==> src/rtl/neogeo_tx_gen.sv <==
// NeoGeo LSPC-style video source: raster counters, test patterns and XOR composite sync.
// Every output is registered one cycle after the counter state that produced it.
module neogeo_tx_gen #(
    parameter int H_TOTAL  = 384,
    parameter int H_SYNC   = 29,
    parameter int H_START  = 60,
    parameter int H_ACTIVE = 320,
    parameter int V_TOTAL  = 264,
    parameter int V_SYNC   = 8,
    parameter int V_START  = 24,
    parameter int V_ACTIVE = 224
) (
    input  logic       VCLK_i,
    input  logic       reset,
    input  logic       enable,
    input  logic [1:0] pattern_sel,
    input  logic       dark_i,
    input  logic       shadow_i,
    output logic [4:0] R_o,
    output logic [4:0] G_o,
    output logic [4:0] B_o,
    output logic       DARK_o,
    output logic       SHADOW_o,
    output logic       CSYNC_o,
    output logic       frame_start_o,
    output logic [7:0] frame_cnt_o
);
    localparam logic [8:0] H_LAST   = 9'(H_TOTAL - 1);
    localparam logic [8:0] V_LAST   = 9'(V_TOTAL - 1);
    localparam logic [8:0] H_SYNC_W = 9'(H_SYNC);
    localparam logic [8:0] V_SYNC_W = 9'(V_SYNC);
    localparam logic [8:0] H_BEG    = 9'(H_START);
    localparam logic [8:0] H_END    = 9'(H_START + H_ACTIVE);
    localparam logic [8:0] V_BEG    = 9'(V_START);
    localparam logic [8:0] V_END    = 9'(V_START + V_ACTIVE);
    localparam logic [5:0] BAR_LAST = 6'd39;

    logic [8:0] hcnt_q, hcnt_d, vcnt_q, vcnt_d;
    logic [7:0] frame_cnt_q, frame_cnt_d, fcnt_out_q, fcnt_out_d;
    logic [1:0] pat_q, pat_d;
    logic [2:0] bar_q, bar_d;
    logic [5:0] bar_px_q, bar_px_d;
    logic [4:0] r_q, r_d, g_q, g_d, b_q, b_d;
    logic       dark_q, dark_d, shadow_q, shadow_d, csync_q, csync_d, fstart_q, fstart_d;

    logic       hs, vs, h_act, active, frame_wrap, box;
    logic [8:0] x;
    logic [7:0] y;
    logic [4:0] pix_r, pix_g, pix_b;

    always_comb begin
        hs         = hcnt_q < H_SYNC_W;
        vs         = vcnt_q < V_SYNC_W;
        h_act      = (hcnt_q >= H_BEG) && (hcnt_q < H_END);
        active     = h_act && (vcnt_q >= V_BEG) && (vcnt_q < V_END);
        frame_wrap = (hcnt_q == H_LAST) && (vcnt_q == V_LAST);
        x          = hcnt_q - H_BEG;
        y          = 8'(vcnt_q - V_BEG);
        // Box bounds are compared one bit wider so frame_cnt+32 never wraps.
        box        = ({1'b0, x} >= {2'b00, frame_cnt_q})
                  && ({1'b0, x} < ({2'b00, frame_cnt_q} + 10'd32))
                  && (y >= 8'd96) && (y < 8'd128);

        pix_r = '0;
        pix_g = '0;
        pix_b = '0;
        if (active) begin
            unique case (pat_q)
                2'd0: begin
                    pix_r = {5{~bar_q[1]}};
                    pix_g = {5{~bar_q[2]}};
                    pix_b = {5{~bar_q[0]}};
                end
                2'd1: begin
                    pix_r = x[8:4];
                    pix_g = x[8:4];
                    pix_b = x[8:4];
                end
                2'd2: begin
                    pix_r = {5{x[4] ^ y[4]}};
                    pix_g = {5{x[4] ^ y[4]}};
                    pix_b = {5{x[4] ^ y[4]}};
                end
                default: begin
                    pix_r = box ? 5'd31 : 5'd0;
                    pix_g = box ? 5'd31 : 5'd0;
                    pix_b = box ? 5'd31 : 5'd16;
                end
            endcase
        end
    end

    always_comb begin
        // NOTE: every _d gets a default first so no path through this block can infer a latch.
        hcnt_d      = hcnt_q;
        vcnt_d      = vcnt_q;
        frame_cnt_d = frame_cnt_q;
        fcnt_out_d  = fcnt_out_q;
        pat_d       = pat_q;
        bar_d       = bar_q;
        bar_px_d    = bar_px_q;
        r_d         = r_q;
        g_d         = g_q;
        b_d         = b_q;
        dark_d      = dark_q;
        shadow_d    = shadow_q;
        csync_d     = csync_q;
        fstart_d    = 1'b0;

        if (enable) begin
            r_d        = pix_r;
            g_d        = pix_g;
            b_d        = pix_b;
            dark_d     = dark_i & active;
            shadow_d   = shadow_i & active;
            csync_d    = ~(hs ^ vs);
            fstart_d   = (hcnt_q == '0) && (vcnt_q == '0);
            fcnt_out_d = frame_cnt_q;

            if (hcnt_q == H_LAST) begin
                hcnt_d = '0;
                vcnt_d = (vcnt_q == V_LAST) ? '0 : vcnt_q + 9'd1;
            end else begin
                hcnt_d = hcnt_q + 9'd1;
            end

            if (frame_wrap) begin
                frame_cnt_d = frame_cnt_q + 8'd1;
                pat_d       = pattern_sel;
            end

            // Bar index is a 40-pixel stepping counter, re-armed just before the first active pixel.
            if (hcnt_d == H_BEG) begin
                bar_d    = '0;
                bar_px_d = '0;
            end else if (h_act) begin
                if (bar_px_q == BAR_LAST) begin
                    bar_px_d = '0;
                    bar_d    = bar_q + 3'd1;
                end else begin
                    bar_px_d = bar_px_q + 6'd1;
                end
            end
        end
    end

    // NOTE: sequential state uses non-blocking assignments so every flop samples pre-edge values.
    always_ff @(posedge VCLK_i) begin
        if (reset) begin
            hcnt_q      <= '0;
            vcnt_q      <= '0;
            frame_cnt_q <= '0;
            fcnt_out_q  <= '0;
            pat_q       <= pattern_sel;
            bar_q       <= '0;
            bar_px_q    <= '0;
            r_q         <= '0;
            g_q         <= '0;
            b_q         <= '0;
            dark_q      <= 1'b0;
            shadow_q    <= 1'b0;
            csync_q     <= 1'b1;
            fstart_q    <= 1'b0;
        end else begin
            hcnt_q      <= hcnt_d;
            vcnt_q      <= vcnt_d;
            frame_cnt_q <= frame_cnt_d;
            fcnt_out_q  <= fcnt_out_d;
            pat_q       <= pat_d;
            bar_q       <= bar_d;
            bar_px_q    <= bar_px_d;
            r_q         <= r_d;
            g_q         <= g_d;
            b_q         <= b_d;
            dark_q      <= dark_d;
            shadow_q    <= shadow_d;
            csync_q     <= csync_d;
            fstart_q    <= fstart_d;
        end
    end

    assign R_o           = r_q;
    assign G_o           = g_q;
    assign B_o           = b_q;
    assign DARK_o        = dark_q;
    assign SHADOW_o      = shadow_q;
    assign CSYNC_o       = csync_q;
    assign frame_start_o = fstart_q;
    assign frame_cnt_o   = fcnt_out_q;

endmodule

==> config.mk <==
export PLATFORM = sky130hd
export DESIGN_NAME = neogeo_tx_gen
export DESIGN_NICKNAME = d
export VERILOG_FILES = /design/src/rtl/neogeo_tx_gen.sv
export SDC_FILE = /design/constraint.sdc
export NUM_CORES = 1
export LEC_CHECK = 0
export CELL_PAD_IN_SITES_DETAIL_PLACEMENT = 1
export CELL_PAD_IN_SITES_GLOBAL_PLACEMENT = 1
export CORE_UTILIZATION = 47
export DETAILED_ROUTE_END_ITERATION = 16
export GPL_TIMING_DRIVEN = 0
export PLACE_DENSITY = 0.93
export SYNTH_ARGS = -nofsm -noshare
export SYNTH_HDL_FRONTEND = slang
export SYNTH_SLANG_ARGS = --single-unit
==> constraint.sdc <==
create_clock -name VCLK_i -period 5.68 [get_ports VCLK_i]
set_input_delay 0.852 -clock VCLK_i [delete_from_list [all_inputs] [get_ports VCLK_i]]
set_output_delay 0.852 -clock VCLK_i [all_outputs]
set_load 0.005 [all_outputs]
==> impl_metrics.prom <==
# TYPE chip_impl_metric gauge
chip_impl_info{name="run_status",value="completed"} 1
chip_impl_metric{name="yosys.area_share.xor_xnor",unit="%"} 5.716
chip_impl_metric{name="dr.pass1.iters",unit=""} 5
chip_impl_info{name="end_kind",value="register"} 1
chip_impl_metric{name="synth_adder_area_share",unit="%"} 8.264
chip_impl_metric{name="ff2ff_path_depth",unit=""} 10
chip_impl_metric{name="crit_required",unit="ns"} 5.90
chip_impl_metric{name="globalRouteOverflowTotal",unit=""} 0
chip_impl_metric{name="final_util",unit="%"} 57.44
chip_impl_metric{name="design.die.area",unit="um2"} 8087
chip_impl_info{name="path_class",value="register to register"} 1
chip_impl_info{name="clock_tree_from_tritoncts",value="built"} 1
chip_impl_metric{name="combPwrFrac",unit="%"} 7.7
chip_impl_metric{name="nNetsFinal",unit=""} 501
chip_impl_metric{name="fillers",unit=""} 897
chip_impl_metric{name="synth.mux.area_fraction",unit="%"} 4.614
chip_impl_metric{name="core",unit="um2"} 7370
chip_impl_metric{name="maximum_number_of_pins_on_one_net_before_global_route_repair",unit=""} 11
chip_impl_metric{name="final.hold.worst_slack",unit="ns"} 0.4665
chip_impl_metric{name="global_routing_met3_resource_utilization",unit="%"} 6.261
chip_impl_metric{name="drv_slew",unit=""} 0
chip_impl_metric{name="yosysWarnings",unit=""} 0
chip_impl_metric{name="power_frac_clock",unit="%"} 40.3
chip_impl_metric{name="cts_buf_count",unit=""} 9
chip_impl_metric{name="finalHoldViolations",unit=""} 0
chip_impl_info{name="hold_end",value="R_o[1]$_SDFFE_PP0P_"} 1
chip_impl_metric{name="grt.met1_usage",unit="%"} 34.14
chip_impl_metric{name="synth_compound_gate_area_share",unit="%"} 14.39
chip_impl_metric{name="number_of_buffers_added_for_setup_after_cts",unit=""} 0
chip_impl_metric{name="met2_usage_in_global_routing",unit="%"} 53.97
chip_impl_metric{name="worstHoldPathCells",unit=""} 2
chip_impl_metric{name="grt_pass1_wl",unit="um"} 19460
chip_impl_metric{name="grt_pass1_vias",unit=""} 3805
chip_impl_info{name="ctsRootBufferMaster",value="sky130_fd_sc_hd__clkbuf_8"} 1
chip_impl_metric{name="clock_latency",unit="ns"} 0.36
chip_impl_metric{name="grt_use_total",unit="%"} 30.74
chip_impl_metric{name="floorplan.rows",unit=""} 31
chip_impl_metric{name="final_design_area_no_fill",unit="um2"} 4233
chip_impl_metric{name="share_of_total_power_in_sequential_cells",unit="%"} 51.9
chip_impl_info{name="timing.rr.start",value="hcnt_q[2]$_SDFFE_PP0P_"} 1
chip_impl_metric{name="vdd_drop_max",unit="uV"} 120.3
chip_impl_info{name="startpoint_type",value="register"} 1
chip_impl_info{name="hold_path.startpoint",value="R_o[1]$_SDFFE_PP0P_"} 1
chip_impl_metric{name="clk_pin_slew_worst_paths",unit="ns"} 0.07
chip_impl_metric{name="critPathArrivalTime",unit="ns"} 3.57
chip_impl_metric{name="drtAntennaViolNets",unit=""} 0
chip_impl_metric{name="yosysSeqAreaShare",unit="%"} 35.81
chip_impl_metric{name="fmaxAchievable",unit="MHz"} 298.8
chip_impl_metric{name="clock_skew",unit="ns"} 0.01186
chip_impl_metric{name="synthSimpleGateAreaFrac",unit="%"} 25.96
chip_impl_metric{name="timing.final.crit_period",unit="ns"} 3.347
chip_impl_metric{name="synth_cells",unit=""} 428
chip_impl_metric{name="io-pin-count",unit=""} 34
chip_impl_metric{name="switching_share",unit="%"} 27.19
chip_impl_metric{name="cellLeakagePower",unit="nW"} 1.570
chip_impl_metric{name="place_worst_setup_slack",unit="ns"} 2.438
chip_impl_metric{name="dpl-instance-area",unit="um2"} 4068
chip_impl_metric{name="htreeDepth",unit=""} 3
chip_impl_metric{name="timing.final.ws_setup",unit="ns"} 2.333
chip_impl_metric{name="worst-slew-pin-transition",unit="ns"} 0.8776
chip_impl_metric{name="dr_vias_cell",unit=""} 6.113
chip_impl_metric{name="portBuffers",unit=""} 31
chip_impl_metric{name="timing.max_slew.rel_slack",unit="%"} 41.10
chip_impl_info{name="synth_top_family_by_area",value="simple AND/OR/NAND/NOR gates"} 1
chip_impl_metric{name="fin_tns_setup",unit="ns"} 0
chip_impl_info{name="setup.worst_path.start",value="hcnt_q[2]$_SDFFE_PP0P_"} 1
chip_impl_info{name="synth-main-ff-cell",value="sky130_fd_sc_hd__dfxtp_1"} 1
chip_impl_metric{name="routed_wire_length_per_instance",unit="um"} 20.79
chip_impl_metric{name="max_cap_viol_count",unit=""} 0
chip_impl_metric{name="internal_power",unit="mW"} 0.6431
chip_impl_metric{name="synth.cell_area",unit="um2"} 3633
chip_impl_metric{name="share_of_final_layout_standard_cells_stronger_than_drive_strength_1",unit="%"} 7.368
chip_impl_metric{name="place_hpwl",unit="um"} 8229
chip_impl_info{name="reg2reg_to",value="G_o[4]$_SDFFE_PP0P_"} 1
chip_impl_metric{name="net_switching_power_figure",unit="mW"} 0.2402
chip_impl_metric{name="syn_to_final_growth",unit="%"} 16.49
chip_impl_metric{name="cts_hold_buf",unit=""} 0
chip_impl_metric{name="power_per_standard_cell_area",unit="nW/um2"} 208.7
chip_impl_metric{name="edff_count_synth",unit=""} 2
chip_impl_metric{name="initialDrtViolationCount",unit=""} 201
chip_impl_metric{name="avgSynthCellArea",unit="um2"} 8.489
chip_impl_metric{name="vias",unit=""} 3509
chip_impl_metric{name="syn-num-nets",unit=""} 459
chip_impl_metric{name="critical_path.max_fanout",unit=""} 10
chip_impl_metric{name="effective_utilization_at_floorplan",unit="%"} 49.30
chip_impl_metric{name="die_x",unit="um"} 89.93
chip_impl_metric{name="drc_violation_count_after_routing",unit=""} 0
chip_impl_metric{name="cts.repair.resized",unit=""} 0
chip_impl_metric{name="routabilityCongestion",unit=""} 0.8756
chip_impl_info{name="globalRoute.busiestLayer",value="met2"} 1
chip_impl_info{name="rsz0062_at_grt",value="no"} 1
chip_impl_metric{name="numClockSinks",unit=""} 64
chip_impl_metric{name="antenna_found_initial",unit=""} 0
chip_impl_metric{name="report.final.setup_viol",unit=""} 0
chip_impl_metric{name="post_synth_num_cell_types",unit=""} 67
chip_impl_metric{name="final.period_utilization",unit="%"} 58.93
chip_impl_metric{name="synth.ff_latch_count",unit=""} 64
chip_impl_metric{name="diodes",unit=""} 0
chip_impl_metric{name="die_h",unit="um"} 89.93
chip_impl_metric{name="cts-root-to-sink-buffers",unit=""} 2
chip_impl_metric{name="worst-r2r-setup-slack",unit="ns"} 2.33
chip_impl_metric{name="synthArstFlopShare",unit="%"} 0
chip_impl_info{name="hold_wc_path_type",value="register to register"} 1
chip_impl_metric{name="postRouteWirelength",unit="um"} 11930
## power groups by stage
stage	clock network [mW]	logic [mW]	registers [mW]
after floorplan	0	0.0416	0.468
after global placement	0	0.0598	0.469
after detailed placement	0	0.0637	0.469
after CTS	0.356	0.0660	0.459
after global routing	0.379	0.0727	0.459
final	0.356	0.0684	0.459
## worst max path at each step
stage | endpoint | slack (ns) | depth (start not counted)
floorplan | G_o[0]$_SDFFE_PP0P_ | 3.01 | 10
global placement | G_o[4]$_SDFFE_PP0P_ | 2.53 | 10
detailed placement | G_o[3]$_SDFFE_PP0P_ | 2.44 | 10
CTS | G_o[4]$_SDFFE_PP0P_ | 2.38 | 10
global route | G_o[0]$_SDFFE_PP0P_ | 2.19 | 10
finish | G_o[4]$_SDFFE_PP0P_ | 2.33 | 10
## through the flow
step | power, mW | std cells
floorplan | 0.5092 | 428
global placement | 0.5283 | 558
detailed placement | 0.5327 | 558
CTS | 0.8803 | 574
global route | 0.9107 | 574
finish | 0.8834 | 574
## state kept, by name (all words and copies together), names as in the netlist
register	count
B_o	5
CSYNC_o	1
DARK_o	1
G_o	5
R_o	5
SHADOW_o	1
bar_px_q	6
bar_q	3
frame_cnt_o	8
frame_cnt_q	8
frame_start_o	1
hcnt_q	9
pat_q	2
vcnt_q	9
## synthesized netlist by cell type (3+ instances only)
cell type / n / share of area, %
sky130_fd_sc_hd__mux2i_1: 13 / 3.6
sky130_fd_sc_hd__nor3_1: 10 / 1.4
sky130_fd_sc_hd__clkbuf_1: 9 / 0.93
sky130_fd_sc_hd__or4_1: 3 / 0.62
sky130_fd_sc_hd__inv_1: 24 / 2.5
sky130_fd_sc_hd__ha_1: 24 / 8.3
sky130_fd_sc_hd__buf_2: 4 / 0.55
sky130_fd_sc_hd__a22oi_1: 3 / 0.62
sky130_fd_sc_hd__nand2_1: 40 / 4.1
sky130_fd_sc_hd__xnor2_1: 16 / 3.9
sky130_fd_sc_hd__o21ai_0: 16 / 2.2
sky130_fd_sc_hd__a21o_1: 4 / 0.83
sky130_fd_sc_hd__or3_1: 6 / 1.0
sky130_fd_sc_hd__o31ai_1: 14 / 2.9
sky130_fd_sc_hd__nand3_1: 17 / 2.3
sky130_fd_sc_hd__dfxtp_1: 62 / 34
sky130_fd_sc_hd__nand4_1: 9 / 1.5
sky130_fd_sc_hd__a21oi_1: 18 / 2.5
sky130_fd_sc_hd__xor2_1: 5 / 1.2
sky130_fd_sc_hd__nand2b_1: 6 / 1.0
sky130_fd_sc_hd__nor4_1: 6 / 1.0
sky130_fd_sc_hd__nor2_1: 59 / 6.1
sky130_fd_sc_hd__nor2b_1: 4 / 0.69
## final cells by class
class                           count  area [um2]  area share (%)
Multi-Input combinational cell    320        2142           50.61
Sequential cell                    64        1301           30.74
Timing Repair Buffer               31       310.3           7.331
Clock buffer                       12       145.1           3.429
Tap cell                           99       123.9           2.926
Buffer                             19       96.34           2.276
Inverter                           25       93.84           2.217
Clock inverter                      4       20.02          0.4730
## kinds of logic after synthesis
| group | after synthesis |
|---|---|
| AOI/OAI and AO/OA | 75 |
| xor gates and xnor gates | 22 |
| adders and majority gates | 24 |
| buffers and inverters | 44 |
| DFF | 64 |
| muxes | 16 |
| and+or+nand+nor | 183 |
## layer usage
| layer | vias up | routed length (um) |
|---|---|---|
| li1 | 1601 | - |
| met1 | 1697 | 4783 |
| met2 | 155 | 5947 |
| met3 | 56 | 557 |
| met4 | 0 | 645 |
| met5 | - | 0 |
## cells in the final DEF (no fill, tap or decap), types with 3 or more instances in the layout
master,n
sky130_fd_sc_hd__a21o_1,4
sky130_fd_sc_hd__mux2i_1,13
sky130_fd_sc_hd__or4_1,3
sky130_fd_sc_hd__clkinv_2,4
sky130_fd_sc_hd__nor2_1,59
sky130_fd_sc_hd__xor2_1,5
sky130_fd_sc_hd__a22oi_1,3
sky130_fd_sc_hd__o31ai_1,14
sky130_fd_sc_hd__xnor2_1,16
sky130_fd_sc_hd__nand4_1,9
sky130_fd_sc_hd__nand2_1,40
sky130_fd_sc_hd__dfxtp_1,62
sky130_fd_sc_hd__nor3_1,10
sky130_fd_sc_hd__o21ai_0,16
sky130_fd_sc_hd__nor4_1,6
sky130_fd_sc_hd__nand2b_1,6
sky130_fd_sc_hd__buf_2,4
sky130_fd_sc_hd__clkbuf_8,10
sky130_fd_sc_hd__clkbuf_1,11
sky130_fd_sc_hd__nand3_1,17
sky130_fd_sc_hd__or3_1,6
sky130_fd_sc_hd__a21oi_1,18
sky130_fd_sc_hd__nor2b_1,4
sky130_fd_sc_hd__inv_1,24
sky130_fd_sc_hd__ha_1,24
sky130_fd_sc_hd__clkdlybuf4s50_1,31
## critical path, stage by stage, from the launching register on
cell	delay [ns]
sky130_fd_sc_hd__dfxtp_1	0.35
sky130_fd_sc_hd__ha_1	0.15
sky130_fd_sc_hd__buf_2	0.21
sky130_fd_sc_hd__nand3_1	0.28
sky130_fd_sc_hd__xor2_1	0.39
sky130_fd_sc_hd__ha_1	0.32
sky130_fd_sc_hd__a21o_1	0.20
sky130_fd_sc_hd__a211o_1	0.31
sky130_fd_sc_hd__o311ai_1	0.55
sky130_fd_sc_hd__buf_2	0.33
sky130_fd_sc_hd__o31ai_1	0.12
Power figures use the tool's default switching activity.
